==> config.mk <==
export PLATFORM = sky130hd
export DESIGN_NAME = proc_port_rr_scheduler
export DESIGN_NICKNAME = d
export VERILOG_FILES = /design/src/rtl/router_pkg.sv /design/src/rtl/rr_pick4.sv /design/src/rtl/proc_port_rr_scheduler.sv
export SDC_FILE = /design/constraint.sdc
export NUM_CORES = 1
export LEC_CHECK = 0
export ABC_AREA = 1
export CORE_MARGIN = 3
export CORE_UTILIZATION = 43
export CTS_CLUSTER_SIZE = 28
export DETAILED_ROUTE_END_ITERATION = 7
export PLACE_DENSITY_LB_ADDON = 0.15
export SLEW_MARGIN = 30
export SYNTH_ARGS = -nofsm -noshare
export SYNTH_HDL_FRONTEND = slang
export SYNTH_SLANG_ARGS = --single-unit
==> constraint.sdc <==
create_clock -name clk -period 2.9 [get_ports clk]
set_clock_uncertainty 0.2 [all_clocks]
set_input_delay 0.58 -clock clk [delete_from_list [all_inputs] [get_ports clk]]
set_output_delay 0.58 -clock clk [all_outputs]
set_load 0.02 [all_outputs]
==> src/rtl/router_pkg.sv <==
// Shared router definitions used by the output-port schedulers.
// Holds requester identifiers and the output-register state encoding.
package router_pkg;

  localparam int NUM_PROC_REQ = 4;

  typedef enum logic [1:0] {
    REQ_P1   = 2'd0,
    REQ_P2   = 2'd1,
    REQ_P3   = 2'd2,
    REQ_LOOP = 2'd3
  } proc_req_t;

  // The output-register state is its valid bit: EMPTY = 0, FULL = 1
  typedef enum logic {
    ST_EMPTY = 1'b0,
    ST_FULL  = 1'b1
  } port_state_t;

  function automatic logic [1:0] rr_after(input logic [1:0] idx);
    return idx + 2'd1;
  endfunction

endpackage

==> src/rtl/rr_pick4.sv <==
// Combinational 4-way round-robin picker: returns the first request at or after ptr.
// Shared by every output-port scheduler in the router.
module rr_pick4 (
  input  logic [3:0] req,
  input  logic [1:0] ptr,
  output logic [3:0] gnt_onehot,
  output logic [1:0] gnt_idx,
  output logic       any
);

  logic [1:0] idx;

  always_comb begin
    idx        = '0;
    gnt_idx    = ptr;
    gnt_onehot = '0;
    any        = |req;
    // Walk from the farthest offset inward so the nearest request to ptr wins
    for (int k = 3; k >= 0; k--) begin
      idx = ptr + 2'(k);
      if (req[idx]) begin
        gnt_idx = idx;
      end
    end
    if (any) begin
      gnt_onehot = 4'b0001 << gnt_idx;
    end
  end

endmodule

==> src/rtl/proc_port_rr_scheduler.sv <==
// Round-robin scheduler for the processor output port: four requesters share one
// registered output slot with valid/ready handshake and saturating grant counters.
module proc_port_rr_scheduler
  import router_pkg::*;
#(
  parameter int N    = 32,
  parameter int CW   = 16,
  parameter int NREQ = NUM_PROC_REQ
) (
  input  logic                 clk,
  input  logic                 rst_n,
  input  logic [NREQ-1:0]      in_valid,
  input  logic [NREQ*N-1:0]    in_data,
  output logic [NREQ-1:0]      in_ready,
  output logic                 out_valid,
  output logic [N-1:0]         out_data,
  input  logic                 out_ready,
  output logic [1:0]           out_src,
  input  logic                 clr_stats,
  output logic [NREQ*CW-1:0]   grant_cnt
);

  port_state_t state_q, state_d;
  logic [N-1:0] data_q, data_d;
  proc_req_t    src_q, src_d;
  logic [1:0]   rr_ptr_q, rr_ptr_d;

  logic [3:0] win_onehot;
  logic [1:0] win_idx;
  logic       win_any;
  logic       can_load;
  logic       accept;

  rr_pick4 u_pick (
    .req        (in_valid),
    .ptr        (rr_ptr_q),
    .gnt_onehot (win_onehot),
    .gnt_idx    (win_idx),
    .any        (win_any)
  );

  function automatic logic [CW-1:0] sat_inc(input logic [CW-1:0] v);
    return (v == {CW{1'b1}}) ? v : v + 1'b1;
  endfunction

  assign out_valid = (state_q == ST_FULL);
  assign out_data  = data_q;
  assign out_src   = src_q;

  // A slot opens either when empty or when the held flit leaves this cycle
  assign can_load = !out_valid || out_ready;
  assign in_ready = (rst_n && can_load && win_any) ? win_onehot : '0;
  assign accept   = |(in_valid & in_ready);

  always_comb begin
    state_d  = state_q;
    data_d   = data_q;
    src_d    = src_q;
    rr_ptr_d = rr_ptr_q;
    if (accept) begin
      state_d  = ST_FULL;
      data_d   = in_data[win_idx*N +: N];
      src_d    = proc_req_t'(win_idx);
      rr_ptr_d = rr_after(win_idx);
    end else if (out_valid && out_ready) begin
      state_d = ST_EMPTY;
    end
  end

  always_ff @(posedge clk or negedge rst_n) begin
    if (!rst_n) begin
      state_q  <= ST_EMPTY;
      data_q   <= '0;
      src_q    <= REQ_P1;
      rr_ptr_q <= '0;
    end else begin
      state_q  <= state_d;
      data_q   <= data_d;
      src_q    <= src_d;
      rr_ptr_q <= rr_ptr_d;
    end
  end

  // Clear takes effect first, so a same-cycle accept lands on a zeroed counter
  for (genvar i = 0; i < NREQ; i++) begin : g_cnt
    logic [CW-1:0] cnt_q, cnt_d;

    always_comb begin
      cnt_d = clr_stats ? '0 : cnt_q;
      if (accept && (win_idx == 2'(i))) begin
        cnt_d = sat_inc(cnt_d);
      end
    end

    always_ff @(posedge clk or negedge rst_n) begin
      if (!rst_n) begin
        cnt_q <= '0;
      end else begin
        cnt_q <= cnt_d;
      end
    end

    assign grant_cnt[i*CW +: CW] = cnt_q;
  end

endmodule
# After elaboration in Yosys (flattened, before gate mapping)
# Cells that the tools add are included.
# op_classes
addsub	8
n_reduce_logical	13
n_eq_ne	7
mul	0
muxes	28
div_mod_pow	0
shift	2
bitwise_logic	1
n_lt_le_gt_ge	4
# op_table
operator	count
$mux W16	12
$shiftx A128 B8 Y32	1
$add A16 B1 Y16 const B	4
$eq A16 B16 Y1 const B	4
$lt A2 B3 Y1 const B	4
$bmux W1 S2	4
$mux W2	4
$mux W4	2
$reduce_or A4 Y1	2
$logic_and A1 B1 Y1	7
$mux W1	6
$add A2 B1 Y2 const B	2
$add A2 B2 Y2 const B	2
$and A4 B4 Y4	1
$eq A2 B2 Y1 const B	2
$shl A1 B2 Y4 const A	1
$eq A2 B1 Y1 const B	1
$logic_not A2 Y1	1
$reduce_bool A2 Y1	1
$logic_not A1 Y1	1
$logic_or A1 B1 Y1	1
# word_totals
input_bits	136
ff_bits	101
rom_bits	0
out_inout_bits	103
latch_bits	0
mem_bits_rw	0
n_memories	0
word_cells	71

# Logic depth before layout (Yosys ltp)
# Gate-level depths: netlist of the first run.
# logic_depth
ltp_word	14
ltp_mapped	16

# Modules after synthesis
# Synthesis of the first run repeated with hierarchy kept, for this count alone.
# hier_totals
hier_cells	1263
area_unflattened_um2	7796.2
# modules_own_cells
mod	seq_area_each_um2	n_inst	area_per_inst_um2	cells_each
proc_port_rr_scheduler	2527.4	1	7532.2	1206
rr_pick4	0.0	1	264.0	57

# Least setup slack after synthesis of the first run
# OpenSTA, ideal clock, no wires.
# synth_path
path_type	in2reg
startpoint	input port clr_stats
endpoint	register g_cnt[2].cnt_q[13]
required_ns	2.624
setup_slack_ns	0.215
path_stages	11
setup_time_ns	0.076
t_arrival_ns	2.409
cell_sequence	buf_2 -> buf_2 -> nor2_2 -> ha_1 -> nand3_1 -> nor2_1 -> nand3_1 -> nor3_4 -> buf_4 -> nor2_1 -> o21ai_1
# synth_via
elab_chain_cells	4
elab_cells_between_ends	5
# synth_lines
element	line	text
start, declared	proc_port_rr_scheduler.sv:19	input logic clr_stats,
$mux W16 *	proc_port_rr_scheduler.sv:89	cnt_d = clr_stats ? '0 : cnt_q;
$add A16 B1 Y16 / $eq A16 B16 Y1 (equally long branches)	proc_port_rr_scheduler.sv:43	return (v == {CW{1'b1}}) ? v : v + 1'b1;
$mux W16	proc_port_rr_scheduler.sv:43	
$mux W16 *	proc_port_rr_scheduler.sv:90	if (accept && (win_idx == 2'(i))) begin
net g_cnt[2].cnt_d[13]	proc_port_rr_scheduler.sv:86	logic [CW-1:0] cnt_q, cnt_d;
end signal, assigned	proc_port_rr_scheduler.sv:99	cnt_q <= cnt_d;
end, declared	proc_port_rr_scheduler.sv:86	
# Mark *: on every way through the listed nets, which the timed path passes. The rest lies on a longest branch.
# A chain may end at the register's enable or synchronous reset.

# Worst setup path after layout of the first run
# layout_path
startpoint	input port out_ready
endpoint	output port in_ready[2]
# layout_via
elab_chain_cells	4
# layout_lines
element	line	text
start, declared	proc_port_rr_scheduler.sv:17	input logic out_ready,
$logic_or A1 B1 Y1	proc_port_rr_scheduler.sv:51	assign can_load = !out_valid || out_ready;
$logic_and A1 B1 Y1 (2 in series)	proc_port_rr_scheduler.sv:52	assign in_ready = (rst_n && can_load && win_any) ? win_onehot : '0;
$mux W4	proc_port_rr_scheduler.sv:52	
end, declared	proc_port_rr_scheduler.sv:14	output logic [NREQ-1:0] in_ready,
# No other way between the ends.

==> results of run 1 <==
[worst max-delay path, delay by kind of cell]
kind / cells / cell delay, ps
buf+inv: 4 / 890
simple gates: 3 / 490
[per-layer routing]
layer	global-route usage, %	up-vias
met3	5.76	37
li1	-	4199
met1	29.1	3732
met4	7.31	0
met2	42.1	233
met5	0	-
[power by group through the flow]
stage | Clock [mW] | Combinational [mW] | Sequential (mW)
6_report | 1.19 | 5.29 | 1.85
5_1_grt | 1.28 | 5.93 | 1.88
4_1_cts | 1.24 | 5.33 | 1.86
3_5_place_dp | 0 | 5.26 | 1.87
3_3_place_gp | 0 | 5.22 | 1.87
2_1_floorplan | 0 | 3.19 | 2.16
[path summary, 6_finish.rpt]
| path | slack (ps) | to | cells past startpoint | startpoint |
|---|---|---|---|---|
| min in group clk | 280 | out_data[0]$_DFFE_PN0N_ | 2 | out_data[0]$_DFFE_PN0N_ |
| worst min-delay path | 200 | out_data[10]$_DFFE_PN0N_ | 2 | rst_n |
| worst min register to register | 280 | out_data[0]$_DFFE_PN0N_ | 2 | out_data[0]$_DFFE_PN0N_ |
| max in group asynchronous | 1170 | rr_ptr_q[0]$_DFFE_PN0N_ | 3 | rst_n |
| worst max register to register | 390 | out_data[17]$_DFFE_PN0N_ | 14 | rr_ptr_q[0]$_DFFE_PN0N_ |
| worst max-delay path | 150 | in_ready[2] | 7 | out_ready |
[final cells by class]
class | instances | area share (%)
multi-input cells | 871 | 39.6
repair buffers | 297 | 26.4
flip-flops and latches | 101 | 23.6
inverters | 146 | 5.18
well taps | 225 | 2.63
clock buffers | 12 | 2.30
clock inverters | 2 | 0.327
[synth_stat cells, types with 3 or more instances]
library cell	number
nor4_1	9
buf_4	6
nor3_1	10
ha_1	4
xor2_1	30
nand3_4	4
buf_6	5
nand3_1	174
o21ai_0	38
xnor2_1	24
inv_1	134
dfrtp_1	101
or2_2	4
clkbuf_1	7
buf_2	30
nor3_2	3
nand4_1	6
nand2_4	6
nand2_1	377
buf_1	8
inv_2	10
nor2_2	5
nor2_1	115
o21ai_2	9
o21ai_1	35
[cell families (layout without fill, tap and decap cells)]
group           Yosys count  in the layout  synth area share, %
compound gates           86             86                 6.16
xor+xnor                 54             54                 6.21
fa+ha+maj                 4              4                0.657
buf+inv                 203            457                 11.6
flops                   101            101                 33.2
simple gates            727            727                 42.2
[registers in the layout, indices dropped and copies added, names as in the netlist]
signal	flops
out_data	32
out_src	2
out_valid	1
g_cnt.cnt_q	64
rr_ptr_q	2
[layout by cell type, fill, tap and decap left out, types with 3 or more instances in the layout]
master	netlist	layout
buf_4	6	62
clkbuf_16	0	9
clkdlybuf4s50_1	0	228
dfrtp_1	101	100
dlygate4sd2_1	0	4
ha_1	4	4
inv_1	134	132
inv_2	10	12
nand2_1	377	376
nand2_4	6	7
nand3_1	174	174
nand3_4	4	6
nand4_1	6	6
nor2_1	115	115
nor2_2	5	5
nor3_1	10	10
nor3_4	2	3
nor4_1	9	9
o21ai_0	38	38
o21ai_1	35	34
o21ai_2	9	10
or2_2	4	4
xnor2_1	24	24
xor2_1	30	30
[repair_timing]
| item | in CTS | in global routing |
|---|---|---|
| gates cloned | 0 | 0 |
| endpoints found under the setup margin | 4 | 4 |
| setup buffers | 1 | 1 |
| resized for setup | 30 | 2 |
| pin swaps | 3 | 0 |
==> flow_summary.yaml, run 1 <==
status:
  status: "completed"
placed_design:
  io_buffers: 238
  placed_cell_area_mm2: 0.0104
  dpl.cell_count: 1638
  place_congestion: 0.969
  dp_hpwl_mm: 17.2
  dp_slack_ps: -563
timing:
  finalSetupViolations: 0
  finalHoldViolations: 0
  period_needed_ps: 2750
  rsz0062_at_grt: "no"
  drv_slew: 0
  holdWs_ps: 205
  setup-tns-final_ps: 0
  fin_ws_ps: 149
  fmax_ghz: 0.363
  maxSlewHeadroom_pct: 53.0
  worstMarginPinSlew_ps: 705
  period_share_pct: 94.9
layout:
  nFillCells: 1688
  nNetsFinal: 1566
  diodes: 0
  drive_gt1_share_pct: 9.31
  multiInputGateArea_mm2: 0.00424
  fin_cells: 1654
  finish.utilization_pct: 62.0
  design_area_mm2: 0.0107
  regArea_mm2: 0.00253
  areaGrowthSynthToFinish_pct: 40.6
cts:
  cts_sinks: 101
  cts_tree: "yes"
  cts_buffers: 9
  h-tree-depth: 3
  clk_pin_slew_worst_paths_ps: 60
  cts-root-buf: "clkbuf_16"
  postCtsHoldBufs: 0
  cts.path.max_buffers: 2
  clock_latency_ps: 350
detailed_routing:
  via_per_inst: 4.96
  drt_iter0_markers: 376
  drc: 0
  wl_per_cell_um: 14.0
  dr_wl_met2_mm: 11.5
  wl_met1_mm: 9.65
  vias: 8201
  ant_nets: 0
  wl_met3_mm: 1.49
  wirelength_mm: 23.2
  highest_layer: "met4"
  first_pass_iters: 5
worst_hold_path:
  hold_path_class: "primary input to asynchronous set/reset pin"
synth:
  synth-edff-count: 0
  synthFlopType: "dfrtp_1"
  syn_area_per_cell_um2: 6.48
  ys_ff_latch: 101
  ys_seq_area_share_pct: 33.2
  synth_top_area_share_pct: 33.2
  postSynthCellCount: 1175
  synth.net_count: 1315
  synth_top_area_cell: "dfrtp_1"
  netlist_area_mm2: 0.00762
  synthArstFlopShare_pct: 100
  ys_warn_count: 0
  synth_cell_types: 38
  synth_area_leaders: "dfrtp_1, nand2_1, nand3_1"
critical_path:
  cp.arrival_ps: 1970
  path_cells: "clkdlybuf4s50_1, nor2_1, nor3_4, buf_4, nand3_4, inv_2, buf_4"
  cp_data_required_time_ps: 2120
  crit_top_cell: "buf_4"
  worstSetupPathType: "primary input to primary output"
  worst_path_max_delay_cell: "clkdlybuf4s50_1"
  cp-start-kind: "primary input"
  worstPathMaxFanout: 5
  cp-end-kind: "primary output"
  slowest_delay_ps: 480
pwr:
  p_leak_nw: 5.15
  power.net_switching_mw: 3.98
  power.total_mw: 8.33
  internal-power_mw: 4.35
  vdd_drop_max_v: 0.000935
  p_seq_share_pct: 22.2
  combPwrFrac_pct: 63.6
  switching_share_pct: 47.8
  power-per-cell-area_mw_per_mm2: 777
  p_clk_share_pct: 14.3
run:
  cap_violations: 0
die:
  ios: 239
  core.rowCount: 48
  fp.dieArea_mm2: 0.0194
  core_area_mm2: 0.0173
  die_y_um: 139
  initial_core_util_pct: 44.0
  die_w_um: 139
global_routing:
  antenna_found_initial: 0
  grt_pass1_vias: 7805
  grt_use_total_pct: 24.0
  grt_pass1_wl_mm: 38.5
  grt_max_degree: 63
  grt_overflow: 0
Note: power is estimated with default switching activity, not from simulation.
==> run 2, diff against run 1 <==
--- a/config.mk
+++ b/config.mk
@@ -7,9 +7,10 @@
 export LEC_CHECK = 0
 export ABC_AREA = 1
 export CORE_MARGIN = 3
-export CORE_UTILIZATION = 43
+export CORE_UTILIZATION = 41
 export CTS_CLUSTER_SIZE = 28
 export DETAILED_ROUTE_END_ITERATION = 7
+export HOLD_SLACK_MARGIN = 0.06
 export PLACE_DENSITY_LB_ADDON = 0.15
 export SLEW_MARGIN = 30
 export SYNTH_ARGS = -nofsm -noshare
==> run 2 against run 1 <==
Setup slack worse by 37 ps. Clock power rose by 11%. Global-route usage grew 0.19 points. Non-clock buffer count is 1 higher. Die area rose by 4.7%. Via count shrank 1.1%. Routed wire length grew 4.7%. Critical path depth down 1. Maximum frequency down 1.3%. Flip-flop and latch count stayed put. Power rose by 2.4%. Core utilization is 2.3 points lower. Critical endpoint is now in_ready[3]. Largest power group unchanged.
==> flow_summary.yaml, run 2 (synthesis gave the netlist of run 1 again) <==
timing:
  fmax_ghz: 0.359
  rsz0062_at_grt: "no"
  period_share_pct: 96.1
  maxSlewHeadroom_pct: 49.3
  drv_slew: 0
  period_needed_ps: 2790
  fin_ws_ps: 112
  finalSetupViolations: 0
  worstMarginPinSlew_ps: 761
  finalHoldViolations: 0
  setup-tns-final_ps: 0
die:
  fp.dieArea_mm2: 0.0203
  die_y_um: 142
  core.rowCount: 49
  ios: 239
  core_area_mm2: 0.0181
  die_w_um: 142
  initial_core_util_pct: 42.1
cts:
  cts_tree: "yes"
  clock_latency_ps: 350
  cts_sinks: 101
  clk_pin_slew_worst_paths_ps: 70
  cts.path.max_buffers: 2
  cts-root-buf: "clkbuf_16"
  h-tree-depth: 3
  cts_buffers: 9
critical_path:
  worst_path_max_delay_cell: "clkdlybuf4s50_1"
  cp-start-kind: "primary input"
  cp-end-kind: "primary output"
  cp.arrival_ps: 2010
  worstPathMaxFanout: 5
  cp_data_required_time_ps: 2120
  crit_buf_inv: 3
  path_cells: "clkdlybuf4s50_1, nor2_1, nor3_4, nand3_4, inv_4, buf_6"
  slowest_delay_ps: 490
  worstSetupPathType: "primary input to primary output"
  worst_path_dominant_cell_family: "simple AND/OR/NAND/NOR gates"
placed_design:
  place_congestion: 0.923
  dpl.cell_count: 1638
  io_buffers: 238
  dp_slack_ps: -606
  placed_cell_area_mm2: 0.0104
  dp_hpwl_mm: 17.8
global_routing:
  grt_use_total_pct: 24.1
  antenna_found_initial: 0
  grt_pass1_wl_mm: 39.6
  grt_max_degree: 63
  grt_pass1_vias: 7839
  grt_overflow: 0
detailed_routing:
  drc: 0
  via_per_inst: 4.89
  wl_per_cell_um: 14.6
  drt_iter0_markers: 348
  first_pass_iters: 5
  wirelength_mm: 24.3
  ant_nets: 0
  vias: 8110
layout:
  largest_register_ffs: 64
  nFillCells: 1750
  fin_cells: 1660
  areaGrowthSynthToFinish_pct: 41.6
  final_cell_mix: "nand2_1, clkdlybuf4s50_1, nand3_1, inv_1, nor2_1"
  diodes: 0
  regMostFlops: "g_cnt.cnt_q"
  drive_gt1_share_pct: 9.71
  nNetsFinal: 1567
  final_common_cell: "nand2_1"
  design_area_mm2: 0.0108
pwr:
  power.total_mw: 8.53
  vdd_drop_max_v: 0.00105
  p_leak_nw: 5.18
  power-per-cell-area_mw_per_mm2: 790
worst_hold_path:
  hold_path_class: "primary input to asynchronous set/reset pin"
run:
  cap_violations: 0
status:
  status: "completed"
-- run 2: changes by cell type in the layout (fill, tap and decap cells not counted), moves of 2 or more --
cell      previous run  this run
inv_2               12         8
clkinv_2             1         3
buf_4               62        60
buf_6                0         3
inv_4                1         4
clkbuf_1             2         0
-- run 2: power breakdown --
part           internal [mW]  leakage (nW)  switching, mW
registers               1.69          1.35          0.174
clock network          0.772         0.158          0.551
logic                   1.98          3.67           3.36
-- run 2: stage by stage --
stage	util, %	hold slack (ps)
2_1_floorplan	-	84.4
4_1_cts	59.4	214
3_5_place_dp	57.4	264
3_3_place_gp	57.4	262
6_report	59.6	180
5_1_grt	59.6	241
-- run 2: worst reg2reg max path: stages, from the launching register on --
cell and delay (ps):
dfrtp_2 440, buf_6 130, nand2_1 70, buf_4 130
nand3_1 90, nand2_1 70, inv_2 130, nand2_4 90
nand2_4 80, buf_4 520, nand3_1 200, nand3_1 150
nand2_1 60, nand2_1 50, nand2_1 50
-- run 2: per-layer routing --
layer	vias up	wire [um]	track usage [%]
met5	-	0	0
met4	0	374	5.35
met3	27	1460	5.91
met2	235	12000	42.1
met1	3652	10400	30.4
li1	4196	-	-
-- run 2: what timing repair did --
action	CTS	global route
pin swaps	5	3
buffers inserted	3	4
gates resized for setup	36	8
setup endpoints to repair	4	17
hold buffers	0	0
-- run 2: path summary, 6_finish.rpt --
path,from,slack (ps),cells after the start,endpoint
max,out_ready,110,6,in_ready[3]
min,rst_n,180,2,g_cnt[2].cnt_q[14]$_DFF_PN0_
max reg2reg,rr_ptr_q[0]$_DFFE_PN0N_,350,14,out_data[13]$_DFFE_PN0N_
min reg2reg,out_data[6]$_DFFE_PN0N_,280,2,out_data[6]$_DFFE_PN0N_
max in group asynchronous,rst_n,1100,3,g_cnt[2].cnt_q[15]$_DFF_PN0_
min in group clk,out_data[6]$_DFFE_PN0N_,280,2,out_data[6]$_DFFE_PN0N_
-- run 2: area by class of cell --
cell class	instances	area, um2	share of cell area, %
timing repair buffer	298	2850	26.4
inverter	146	568	5.27
clock buffer	10	239	2.22
multi-input combinational	871	4240	39.3
sequential	101	2530	23.5
tap	229	287	2.66
clock inverter	5	75.1	0.696
==> run 3, diff against run 2 <==
--- a/config.mk
+++ b/config.mk
@@ -6,12 +6,13 @@
 export NUM_CORES = 1
 export LEC_CHECK = 0
 export ABC_AREA = 1
+export CAP_MARGIN = 20
 export CORE_MARGIN = 3
 export CORE_UTILIZATION = 41
 export CTS_CLUSTER_SIZE = 28
 export DETAILED_ROUTE_END_ITERATION = 7
 export HOLD_SLACK_MARGIN = 0.06
-export PLACE_DENSITY_LB_ADDON = 0.15
+export PLACE_DENSITY = 0.72
 export SLEW_MARGIN = 30
 export SYNTH_ARGS = -nofsm -noshare
 export SYNTH_HDL_FRONTEND = slang
==> run 3 against run 2 <==
Largest cell class unchanged. Global-route usage up 0.18 points. Flip-flop and latch count unchanged. Clock-buffer cell count up 1. Die area unchanged. Sequential power about the same. Largest power group unchanged. Setup slack worse by 15 ps. Sequential share of layout area about the same. Cell count down 0.18%. Register-to-register slack better by 30 ps. Hold slack better by 21 ps. Critical path type is now flop to primary output. Design area down 0.20%. Critical path depth up 8.
==> flow_summary.yaml, run 3 (synthesis gave the netlist of run 1 again) <==
critical_path:
  r2r-end: "out_data[31]$_DFFE_PN0N_"
  cp.arrival_ps: 2020
  cp-start-kind: "flop"
  crit_top_cell: "nand2_4"
  worst_path_max_delay_cell: "dfrtp_1"
  cp-end-kind: "primary output"
  worstSetupPathType: "flop to primary output"
  rr_startpoint: "rr_ptr_q[0]$_DFFE_PN0N_"
  r2r_slack_ps: 380
  r2r_cells: 16
  cp_data_required_time_ps: 2120
  slowest_delay_ps: 430
  worstPathMaxFanout: 6
  path_cells: "buf_6, nand2_1, nand2_2, nand2_1, nand2_1, nand2_2, nand2_4, nand2_4, nand2_4, nand2_4, buf_12, nand3_4, inv_4, buf_6"
layout:
  nNetsFinal: 1563
  regMostFlops: "g_cnt.cnt_q"
  areaGrowthSynthToFinish_pct: 41.3
  finish.utilization_pct: 59.5
  final_common_cell: "nand2_1"
  largest_register_ffs: 64
  final_cell_mix: "nand2_1, clkdlybuf4s50_1, nand3_1, inv_1, nor2_1"
  fin_cells: 1657
  design_area_mm2: 0.0108
  nFillCells: 1753
  drive_gt1_share_pct: 9.39
timing:
  worstMarginPinSlew_ps: 682
  period_share_pct: 96.7
  drv_slew: 0
  finalHoldViolations: 0
  fmax_ghz: 0.357
  setup-tns-final_ps: 0
  maxSlewHeadroom_pct: 54.5
  holdWs_ps: 200
  fin_ws_ps: 96.7
  finalSetupViolations: 0
  period_needed_ps: 2800
detailed_routing:
  ant_nets: 0
  wirelength_mm: 24.5
  vias: 8270
  wl_per_cell_um: 14.8
  drt_iter0_markers: 377
  first_pass_iters: 5
  via_per_inst: 4.99
  drc: 0
cts:
  cts_tree: "yes"
  cts-root-buf: "clkbuf_16"
  clock_latency_ps: 350
  h-tree-depth: 3
  clk_pin_slew_worst_paths_ps: 70
  cts_sinks: 101
  cts_buffers: 9
  cts.path.max_buffers: 2
  postCtsHoldBufs: 0
pwr:
  p_leak_nw: 5.16
  power.total_mw: 8.58
  power-per-cell-area_mw_per_mm2: 797
  vdd_drop_max_v: 0.000935
die:
  die_w_um: 142
  core_area_mm2: 0.0181
  core.rowCount: 49
  initial_core_util_pct: 42.1
  ios: 239
  fp.dieArea_mm2: 0.0203
  die_y_um: 142
placed_design:
  placed_cell_area_mm2: 0.0104
  io_buffers: 238
  dpl.cell_count: 1639
  dp_slack_ps: -650
  dp_hpwl_mm: 18.5
  place_congestion: 0.947
global_routing:
  grt_pass1_vias: 7952
  grt_max_degree: 63
  grt_pass1_wl_mm: 39.8
  grt_use_total_pct: 24.3
  grt_overflow: 0
  antenna_found_initial: 3
worst_hold_path:
  hold_path_class: "primary input to asynchronous set/reset pin"
run:
  cap_violations: 0
status:
  status: "completed"
run 3: critical path: cells and delay by family, from the launching register on:
kind / cells / cell delay, ps
and+or+nand+nor: 10 / 770
buffers and inverters: 4 / 460
DFF: 1 / 430
run 3: report_power, final:
group          switching, mW  total, mW  internal (mW)  leakage [nW]
clock                  0.539       1.31          0.775         0.152
combinational           3.38       5.42           2.04          3.66
sequential             0.169       1.85           1.68          1.35
total                   4.09       8.58           4.50          5.16
run 3: final cells by class:
cell class / count / area, um2 / area share (%)
well taps: 229 / 287 / 2.66
clock buffers: 11 / 243 / 2.25
flip-flops and latches: 101 / 2530 / 23.5
clock inverters: 4 / 72.6 / 0.674
diodes: 1 / 2.50 / 0.0232
inverters: 146 / 563 / 5.23
multi-input cells: 871 / 4250 / 39.4
repair buffers: 294 / 2830 / 26.3
run 3: routing by layer:
metal	part of all wire [%]	routed length [um]	global-route usage, %
met5	0.069	17	0
met4	2.7	658	8.25
met3	7.2	1760	5.78
met2	48	11800	41.9
met1	42	10300	29.9
run 3: how the worst max path moves through the flow:
stage	cells after the start	start	slack [ps]	endpoint
3_5_place_dp	13	in_valid[3]	-650	in_ready[0]
6_report	14	rr_ptr_q[0]$_DFFE_PN0N_	100	in_ready[3]
5_1_grt	14	rr_ptr_q[0]$_DFFE_PN0N_	-30	in_ready[3]
4_1_cts	14	rr_ptr_q[0]$_DFFE_PN0N_	80	in_ready[3]
3_3_place_gp	13	in_valid[3]	-600	in_ready[0]
2_1_floorplan	11	clr_stats	210	g_cnt[2].cnt_q[13]$_DFF_PN0_
run 3: repair_timing:
action,4_1_cts,5_1_grt
endpoints found under the hold margin,0,0
pin swaps,1,3
setup endpoints to repair,4,4
setup buffers,1,1
resized for setup,29,9
